==> src/rtl/conv_pool_sched.sv <==
// Sequencer for the binary conv-pool datapath: buffers a full input map, walks 6x6 windows at stride 2,
// captures one pooled pixel per window and streams it out. Optional `CONV_POOL_SCHED_ERR_EN adds a sticky err flag.
module conv_pool_sched #(
  parameter int IMG_W = 14,
  parameter int IMG_H = 14,
  parameter int OFF_W = 7
) (
  input  logic             clk,
  input  logic             rst_n,
  input  logic             start,
  input  logic [OFF_W-1:0] cfg_offset,
  output logic             busy,
  output logic             done,
  input  logic             in_valid,
  output logic             in_ready,
  input  logic [IMG_W-1:0] in_row,
  output logic [35:0]      dp_win,
  output logic [OFF_W-1:0] dp_offset,
  output logic             dp_valid,
  input  logic             dp_pixel,
  output logic             out_valid,
  input  logic             out_ready,
  output logic             out_pixel,
  output logic             out_last,
  output logic [2:0]       dbg_state
`ifdef CONV_POOL_SCHED_ERR_EN
  ,
  output logic             err
`endif
);

  localparam int OUT_W = (IMG_W - 6) / 2 + 1;
  localparam int OUT_H = (IMG_H - 6) / 2 + 1;
  localparam int RIW   = $clog2(IMG_H);
  localparam int CIW   = $clog2(IMG_W);
  localparam int RRW   = (OUT_H > 1) ? $clog2(OUT_H) : 1;
  localparam int CCW   = (OUT_W > 1) ? $clog2(OUT_W) : 1;

  typedef enum logic [2:0] {
    S_IDLE    = 3'd0,
    S_LOAD    = 3'd1,
    S_ISSUE   = 3'd2,
    S_CAPTURE = 3'd3,
    S_EMIT    = 3'd4
  } state_t;

  // Handshakes: a transfer happens on a rising edge where valid and ready are both high;
  // out_pixel/out_last are held stable while out_valid is high and out_ready is low.
  state_t           state_q, state_d;
  logic [OFF_W-1:0] off_q, off_d;
  logic [RIW-1:0]   row_q, row_d;
  logic [RRW-1:0]   wr_q, wr_d;
  logic [CCW-1:0]   wc_q, wc_d;
  logic [35:0]      win_q, win_d;
  logic             pix_q, pix_d;
  logic             last_q, last_d;
  logic             done_q, done_d;
  logic [IMG_W-1:0] buf_q [IMG_H];
  logic [35:0]      win_sel;

  always_comb begin : win_mux
    logic [RIW-1:0] ri;
    logic [CIW-1:0] ci;
    win_sel = '0;
    ri      = '0;
    ci      = '0;
    for (int i = 0; i < 6; i++) begin
      for (int j = 0; j < 6; j++) begin
        ri = RIW'(2 * int'(wr_q) + i);
        ci = CIW'(2 * int'(wc_q) + j);
        win_sel[6*i+j] = buf_q[ri][ci];
      end
    end
  end

  always_comb begin
    state_d = state_q;
    off_d   = off_q;
    row_d   = row_q;
    wr_d    = wr_q;
    wc_d    = wc_q;
    win_d   = win_q;
    pix_d   = pix_q;
    last_d  = last_q;
    done_d  = 1'b0;
    case (state_q)
      S_IDLE: begin
        if (start) begin
          off_d   = cfg_offset;
          row_d   = '0;
          state_d = S_LOAD;
        end
      end
      S_LOAD: begin
        if (in_valid) begin
          row_d = row_q + 1'b1;
          if (row_q == RIW'(IMG_H - 1)) begin
            row_d   = '0;
            wr_d    = '0;
            wc_d    = '0;
            state_d = S_ISSUE;
          end
        end
      end
      S_ISSUE: begin
        win_d   = win_sel;
        state_d = S_CAPTURE;
      end
      S_CAPTURE: begin
        pix_d   = dp_pixel;
        last_d  = (wr_q == RRW'(OUT_H - 1)) && (wc_q == CCW'(OUT_W - 1));
        state_d = S_EMIT;
      end
      S_EMIT: begin
        if (out_ready) begin
          if (last_q) begin
            done_d  = 1'b1;
            state_d = S_IDLE;
          end else begin
            // Row-major walk: column wraps into the next window row.
            if (wc_q == CCW'(OUT_W - 1)) begin
              wc_d = '0;
              wr_d = wr_q + 1'b1;
            end else begin
              wc_d = wc_q + 1'b1;
            end
            state_d = S_ISSUE;
          end
        end
      end
      default: state_d = S_IDLE;
    endcase
  end

  always_ff @(posedge clk) begin
    if (!rst_n) begin
      state_q <= S_IDLE;
      off_q   <= '0;
      row_q   <= '0;
      wr_q    <= '0;
      wc_q    <= '0;
      win_q   <= '0;
      pix_q   <= 1'b0;
      last_q  <= 1'b0;
      done_q  <= 1'b0;
    end else begin
      state_q <= state_d;
      off_q   <= off_d;
      row_q   <= row_d;
      wr_q    <= wr_d;
      wc_q    <= wc_d;
      win_q   <= win_d;
      pix_q   <= pix_d;
      last_q  <= last_d;
      done_q  <= done_d;
    end
  end

  // The map buffer is never cleared: every job rewrites all rows before the first window.
  always_ff @(posedge clk) begin
    if (rst_n && state_q == S_LOAD && in_valid) begin
      buf_q[row_q] <= in_row;
    end
  end

`ifdef CONV_POOL_SCHED_ERR_EN
  logic err_q;
  always_ff @(posedge clk) begin
    if (!rst_n) begin
      err_q <= 1'b0;
    end else if ((start && state_q != S_IDLE) || (in_valid && state_q != S_LOAD)) begin
      err_q <= 1'b1;
    end
  end
  assign err = err_q;
`endif

  assign busy      = (state_q != S_IDLE);
  assign in_ready  = (state_q == S_LOAD);
  assign dp_valid  = (state_q == S_CAPTURE);
  assign out_valid = (state_q == S_EMIT);
  assign done      = done_q;
  assign dp_win    = win_q;
  assign dp_offset = off_q;
  assign out_pixel = pix_q;
  assign out_last  = last_q;
  assign dbg_state = state_q;

endmodule

==> config.mk <==
export PLATFORM = sky130hd
export DESIGN_NAME = conv_pool_sched
export DESIGN_NICKNAME = d
export VERILOG_FILES = /design/src/rtl/conv_pool_sched.sv
export SDC_FILE = /design/constraint.sdc
export NUM_CORES = 1
export LEC_CHECK = 0
export CAP_MARGIN = 25
export CORE_MARGIN = 2
export CORE_UTILIZATION = 50
export CTS_BUF_LIST = sky130_fd_sc_hd__clkbuf_8
export DETAILED_ROUTE_END_ITERATION = 7
export GPL_ROUTABILITY_DRIVEN = 1
export PLACE_DENSITY = 0.65
export REMOVE_ABC_BUFFERS = 1
export SYNTH_ARGS = -nofsm -noshare
export SYNTH_HDL_FRONTEND = slang
export SYNTH_SLANG_ARGS = --single-unit
==> constraint.sdc <==
create_clock -name clk -period 8.3 [get_ports clk]
set_input_delay 1.66 -clock clk [delete_from_list [all_inputs] [get_ports clk]]
set_output_delay 1.66 -clock clk [all_outputs]
set_load 0.01 [all_outputs]
==> results of run 1 <==
-- cells by family (layout without fill, tap and decap cells) --
kind of cell    count (synthesis)  count (layout)  synth area share [%]
fa+ha+maj                       4               4                 0.332
flops                         258             258                  47.2
buf+inv                       133             219                  4.33
compound gates                291             291                  13.0
simple gates                  249             249                  7.71
xor+xnor                        4               4                 0.282
mux                           280             280                  27.1
-- metrics by stage --
stage / utilization [%] / setup slack, ps / power [mW] / instance area [um^2] / hold slack, ps
final: 57.2 / 3860 / 2.69 / 17000 / 491
after global routing: 57.2 / 3630 / 2.78 / 17000 / 521
after floorplan: - / 329 / 1.53 / 14500 / 474
after CTS: 57.1 / 3890 / 2.71 / 17000 / 489
after detailed placement: 54.3 / 3910 / 1.63 / 16100 / 480
after global placement: 54.3 / 3970 / 1.63 / 16100 / 473
-- how the worst max path moves through the flow --
stage / startpoint / endpoint
floorplan: wr_q[0] / dp_win[22]
global placement: wr_q[0] / dp_win[22]
detailed placement: wr_q[0] / dp_win[22]
CTS: wr_q[0] / dp_win[22]
global route: wr_q[0] / dp_win[14]
finish: wr_q[0] / dp_win[22]
-- critical path: stages (launching register included) --
cell	delay [ps]
dfxtp_4	860
buf_12	610
inv_4	230
ha_1	590
inv_2	770
mux4_2	630
a221oi_2	290
o21ai_1	110
o211a_1	130
-- cell type report --
| cell class | instances | area [um^2] |
|---|---|---|
| Clock buffer | 48 | 661 |
| Clock inverter | 30 | 155 |
| Fill cell | 2463 | 12700 |
| Inverter | 27 | 104 |
| Multi-Input combinational cell | 828 | 7360 |
| Sequential cell | 258 | 7140 |
| Tap cell | 390 | 488 |
| Timing Repair Buffer | 114 | 1100 |
-- flip-flops by register name (all words and copies together) (netlist names), named ones only --
name and cells:
buf_q 196, dbg_state 3, done 1, dp_offset 7, dp_win 36, out_last 1
out_pixel 1, row_q 4, wc_q 3, wr_q 3
-- report_power, final --
part	switching [mW]	internal, mW	total, mW	leakage [nW]
Combinational	0.0911	0.0793	0.170	2.89
Sequential	0.0246	1.41	1.44	2.27
Clock	0.524	0.562	1.09	0.488
-- Yosys cell counts (all sizes together), types with 8 or more instances --
cell | instances | area share (%)
mux2i | 136 | 9.0
o221ai | 9 | 0.52
mux4 | 99 | 15
inv | 25 | 0.64
a22oi | 24 | 1.2
o21ai | 77 | 2.6
nor2 | 85 | 2.1
mux2 | 45 | 3.4
nand3 | 13 | 0.43
nand2b | 8 | 0.33
nor3 | 24 | 0.80
a31oi | 9 | 0.37
a221o | 8 | 0.53
a211oi | 14 | 0.70
buf | 53 | 2.3
and2 | 9 | 0.37
clkbuf | 53 | 1.3
a21oi | 63 | 2.1
nand2 | 69 | 1.7
edfxtp | 196 | 39
dfxtp | 62 | 8.2
a22o | 13 | 0.75
a221oi | 17 | 1.0
-- routing by layer --
metal | GRT usage (%) | up-vias | wire length, um
li1 | - | 4970 | -
met1 | 42.6 | 5752 | 19000
met2 | 45.8 | 784 | 21200
met3 | 6.26 | 161 | 5250
met4 | 12.2 | 0 | 2070
met5 | 0 | - | 0
==> flow_summary.yaml, run 1 <==
clock_network:
  clk_latency_ps: 580
  cts_tree: "yes"
  cts_setup_buffers: 0
  cts.hold.buffers_added: 0
  path_clk_slew_ps: 60
  cts_buffers: 43
  clockBufferDepth: 3
  post_cts_resized: 0
  cts_sinks: 258
  cts_root_buffer: "clkbuf_8"
  htree_num_levels: 2
min_path:
  min_to: "done"
  hp-start: "out_last"
  holdPathStages: 2
  hold_class: "reg2reg"
power_and_ir_drop:
  power.leakage_nw: 5.65
  vdd_drop_max_uv: 81.9
  power-per-cell-area_nw_per_um2: 158
placed_design:
  hpwl_mm: 30.4
  gp_congestion: 0.942
  place_inst: 1615
  portBuffers: 79
sta:
  setup_viol: 0
  fin_crit_ps: 4440
  finalHoldViolCount: 0
  finalSetupTns_ps: 0
  drv_slew: 0
  max_freq_mhz: 225
  worst_pin_slew_ps: 1080
  relSlewSlack_pct: 27.8
  period_share_pct: 53.6
  rsz0062_at_grt: "false"
  skew_ps: 27.5
layout:
  drive_above_1_share_pct: 19.4
  layout.nets: 1303
  layout_common_cells: "edfxtp_1, mux2i_1, mux4_2"
  final_cells: 1695
  syn_to_final_growth_pct: 12.7
  final_common_cell: "edfxtp_1"
  antennaDiodeCount: 0
floorplanning:
  die_y_um: 178
  io_pins: 80
  fp-row-count: 63
  dieArea_um2: 31600
  chipWidth_um: 178
  core_area_um2: 29700
  initial_core_util_pct: 50.8
worst_setup_path:
  path_class: "reg2reg"
  ff2ff_setup_slack_ps: 3860
  cp.arrival_ps: 4910
  timing.rr.start: "wr_q[0]"
  end_kind: "flip-flop"
  crit_fanout: 112
  cp-start-kind: "flip-flop"
  worstPathRequired_ps: 8770
  r2r_end: "dp_win[22]"
  reg2regPathDepth: 8
yosys:
  synth_edf_count: 196
  avgSynthCellArea_um2: 12.4
  synthArstFlopShare_pct: 0
  syn_area_um2: 15100
  synthFlopType: "edfxtp_1"
  synth_seq_cells: 258
  yosys_warnings: 0
  netlist_instances: 1219
  synthDistinctLibCells: 75
  seq_area_frac_synth_pct: 47.2
routing:
  viasPerCell: 6.88
  dr.first_iter.drc_count: 1568
  postRouteAntennaNets: 0
  wirelength_mm: 47.5
  detailroute.via_count: 11700
  wl_per_cell_um: 28.0
  drt_pass1_iterations: 6
  drcViolationCount: 0
job:
  drv_cap: 0
global_route:
  grt_pass1_vias: 10900
  grt_max_degree: 113
  grt_overflow_total: 0
  grt_pass1_wl_mm: 70.0
  antenna_found_initial: 0
  grtUsageTotal_pct: 30.2
run_status:
  status: "completed"
No activity file was read; power rests on OpenSTA's default activity.
==> run 2: changes to the inputs <==
PLACE_DENSITY = 0.68   (was 0.65)
clock period = 4 ns   (was 8.3 ns; I/O delays follow)
==> flow_summary.yaml, run 2 (same netlist as run 1, synthesis figures left out) <==
placed_design:
  dp_slack_ps: 916
  hpwl_mm: 32.2
  place_inst: 1636
  portBuffers: 79
  dpl_cell_area_um2: 16300
  gp_congestion: 0.934
routing:
  postRouteAntennaNets: 0
  viasPerCell: 6.91
  detailroute.via_count: 11900
  drt_pass1_iterations: 7
  drcViolationCount: 0
  wl_per_cell_um: 28.2
  dr.first_iter.drc_count: 1519
  wirelength_mm: 48.4
clock_network:
  post_cts_resized: 0
  path_clk_slew_ps: 60
  clockBufferDepth: 3
  cts_setup_buffers: 0
  cts_root_buffer: "clkbuf_8"
  cts_sinks: 258
  htree_num_levels: 2
  cts_buffers: 44
  clk_latency_ps: 590
  cts.hold.buffers_added: 0
  cts_tree: "yes"
sta:
  drv_slew: 0
  skew_ps: 36.7
  relSlewSlack_pct: 24.9
  finalSetupTns_ps: 0
  layout_setup_ws_ps: 804
  finalHoldViolCount: 0
  worst_pin_slew_ps: 1120
  period_share_pct: 79.9
  rsz0062_at_grt: "false"
  max_freq_mhz: 313
  timing.hold.ws_ps: 480
  fin_crit_ps: 3200
  setup_viol: 0
floorplanning:
  core_area_um2: 29700
  dieArea_um2: 31600
  io_pins: 80
  initial_core_util_pct: 50.8
  fp-row-count: 63
  die_y_um: 178
  chipWidth_um: 178
layout:
  nFillCells: 2414
  drive_above_1_share_pct: 20.1
  largest_reg_flops: 196
  antennaDiodeCount: 0
  layout.nets: 1323
  layout_common_cells: "edfxtp_1, mux2i_1, mux4_2"
  fin_area_um2: 17100
  syn_to_final_growth_pct: 13.2
  final_common_cell: "edfxtp_1"
  final_cells: 1716
  max_flop_register: "buf_q"
global_route:
  grtUsageTotal_pct: 30.6
  grt_pass1_vias: 11400
  grt_overflow_total: 0
  grt_max_degree: 120
  antenna_found_initial: 0
  grt_pass1_wl_mm: 71.5
power_and_ir_drop:
  power.leakage_nw: 5.69
  power-per-cell-area_nw_per_um2: 321
  vdd_drop_max_uv: 178
worst_setup_path:
  crit_fanout: 34
  crit_start: "wr_q[2]"
  path_class: "reg2reg"
  worstPathRequired_ps: 4440
  timing.rr.start: "wr_q[2]"
  end_kind: "flip-flop"
  cp-start-kind: "flip-flop"
  cp.arrival_ps: 3640
job:
  drv_cap: 0
min_path:
  hold_class: "reg2reg"
  hp-start: "out_last"
run_status:
  status: "completed"
## run 2: cell count changes in the layout (fill, tap and decap cells not counted), sizes merged
| cell | delta |
|---|---|
| buf | +19 |
| bufinv | -1 |
| clkbuf | -3 |
| clkinv | +7 |
| clkinvlp | +1 |
| inv | -2 |
## run 2: path summary, 6_finish.rpt
check          endpoint  slack (ps)  cells past startpoint
max reg2reg  dp_win[29]         800                      7
min reg2reg        done         480                      2
min                done         480                      2
max          dp_win[29]         800                      7
## run 2: through the flow
stage,util (%),power [mW]
2_1_floorplan,-,3.17
3_3_place_gp,54.9,3.38
3_5_place_dp,54.9,3.39
4_1_cts,57.5,5.51
5_1_grt,57.5,5.65
6_report,57.5,5.49
## run 2: metal layers
layer  share of wire (%)  global-route usage [%]
met2                  45                    46.6
met4                 4.8                    13.6
met1                  39                    42.4
met3                  11                    6.49
met5                   0                       0
## run 2: cell type report
cell class              count  area, um^2  share of cell area [%]
flip-flops and latches    258        7140                    41.8
multi-input cells         828        7370                    43.1
clock inverters            35         148                   0.864
repair buffers            133        1220                    7.14
well taps                 390         488                    2.86
clock buffers              45         619                    3.63
inverters                  27         104                   0.608
## run 2: where the power goes
group / switching, mW / internal, mW
clock: 1.11 / 1.05
combinational: 0.192 / 0.166
sequential: 0.0502 / 2.93
## run 2: worst max-delay path: stages (launching register included)
cell      delay [ps]
dfxtp_2          590
buf_4            470
nand2b_1         680
nor2_1           110
a221oi_1         450
mux2i_1          250
a221oi_1         430
nor2_1            80
==> run 3: changes to the inputs <==
clock period = 2.68 ns   (was 4 ns; I/O delays follow)
==> flow_summary.yaml, run 3 (same netlist as run 1, synthesis figures left out) <==
placed_design:
  hpwl_mm: 32.7
  portBuffers: 79
  gp_congestion: 0.997
  dpl_cell_area_um2: 16800
  dp_slack_ps: 30.4
  place_inst: 1678
clock_network:
  cts_buffers: 45
  clockBufferDepth: 3
  path_clk_slew_ps: 60
  cts_tree: "yes"
  cts_sinks: 258
  htree_num_levels: 2
  cts_root_buffer: "clkbuf_8"
  cts.hold.buffers_added: 0
  clk_latency_ps: 570
sta:
  period_share_pct: 96.0
  skew_ps: 34.5
  fin_crit_ps: 2570
  finalSetupTns_ps: 0
  worst_pin_slew_ps: 1050
  max_freq_mhz: 389
  finalHoldViolCount: 0
  setup_viol: 0
  drv_slew: 0
  relSlewSlack_pct: 29.5
  layout_setup_ws_ps: 107
layout:
  fin_area_um2: 17700
  largest_reg_flops: 196
  syn_to_final_growth_pct: 17.5
  final_common_cell: "edfxtp_1"
  max_flop_register: "buf_q"
  final_cells: 1762
  drive_above_1_share_pct: 23.9
  layout.nets: 1368
  layout_common_cells: "edfxtp_1, mux2i_1, mux4_2"
  nFillCells: 2379
  antennaDiodeCount: 0
worst_setup_path:
  timing.critical_path.mode_cell: "inv_4"
  path_class: "reg2reg"
  worstPathRequired_ps: 3100
  cp_top_family: "buffers and inverters"
  crit_buf_inv: 4
  crit_chain: "buf_16 -> inv_4 -> ha_1 -> inv_4 -> buf_12 -> mux4_2 -> a2111oi_1 -> o21ai_1"
  end_kind: "flip-flop"
  cp.arrival_ps: 3000
  max_stage_delay_ps: 520
  crit_fanout: 28
  cpMaxStageDelayCell: "a2111oi_1"
  cp-start-kind: "flip-flop"
power_and_ir_drop:
  power.leakage_nw: 5.99
  p_int_mw: 6.31
  combinationalPowerShare_pct: 6.5
  p_sw_share_pct: 24.5
  p_clk_share_pct: 40.2
  vdd_drop_max_uv: 293
  power-per-cell-area_nw_per_um2: 471
  p_seq_share_pct: 53.2
  design_power_total_mw: 8.35
  power.switching_mw: 2.04
floorplanning:
  chipWidth_um: 178
  dieArea_um2: 31600
  die_y_um: 178
  io_pins: 80
  core_area_um2: 29700
  fp-row-count: 63
  initial_core_util_pct: 50.8
routing:
  detailroute.via_count: 11900
  dr.first_iter.drc_count: 1591
  viasPerCell: 6.74
  wl_per_cell_um: 27.1
  drt_pass1_iterations: 5
  drcViolationCount: 0
  postRouteAntennaNets: 0
  wirelength_mm: 47.8
global_route:
  use_met3_pct: 6.30
  grtUsageTotal_pct: 30.3
  grt.met1_usage_pct: 43.5
  grt_busiest_layer: "met2"
  grt_use_met2_pct: 45.8
  grt_overflow_total: 0
  antenna_found_initial: 0
  grt_pass1_vias: 11400
  grt_pass1_wl_mm: 71.0
  grt_max_degree: 57
min_path:
  hold_class: "in2reg"
run_status:
  status: "completed"
job:
  drv_cap: 0
[run 3: cell types whose count changed in the layout (fill, tap and decap cells not counted), moves of 3 or more]
cell,change
buf_4,+23
buf_12,+18
clkinv_2,+12
clkinv_1,-9
inv_1,-3
[run 3: path summary, 6_finish.rpt]
path	start	endpoint	slack, ps	cells after the start
min reg2reg	dp_win[14]	dp_win[14]	490	2
max	wr_q[0]	dp_win[14]	110	8
min	rst_n	dp_win[17]	330	2
max reg2reg	wr_q[0]	dp_win[14]	110	8
[run 3: what timing repair did]
action / CTS / global route
hold endpoints to repair: 0 / 0
endpoints found under the setup margin: 0 / 12
buffers inserted: 0 / 1
resized for setup: 0 / 11
[run 3: layout make-up]
class / count / area [um^2] / area share [%]
clock buffers: 45 / 619 / 3.49
repair buffers: 177 / 1820 / 10.2
clock inverters: 37 / 195 / 1.10
inverters: 27 / 106 / 0.600
well taps: 390 / 488 / 2.75
multi-input cells: 828 / 7370 / 41.6
flip-flops and latches: 258 / 7140 / 40.3
[run 3: power groups by stage]
stage	registers (mW)	logic (mW)	clock network [mW]
after floorplan	4.53	0.196	0
after global placement	4.52	0.532	0
after detailed placement	4.52	0.539	0
after CTS	4.44	0.541	3.39
after global routing	4.45	0.586	3.58
final	4.44	0.546	3.36
[run 3: through the flow]
step / util [%] / hold slack, ps
finish: 59.7 / 328
floorplan: - / 474
global route: 59.7 / 305
CTS: 59.4 / 301
global placement: 56.7 / 469
detailed placement: 56.7 / 478
[run 3: per-layer routing]
metal / up-vias / share of wire (%) / routed length (um)
met3: 120 / 12 / 5570
met5: - / 0 / 0
met1: 5848 / 40 / 19300
met4: 0 / 4.0 / 1920
met2: 822 / 44 / 21000
li1: 5082 / - / -
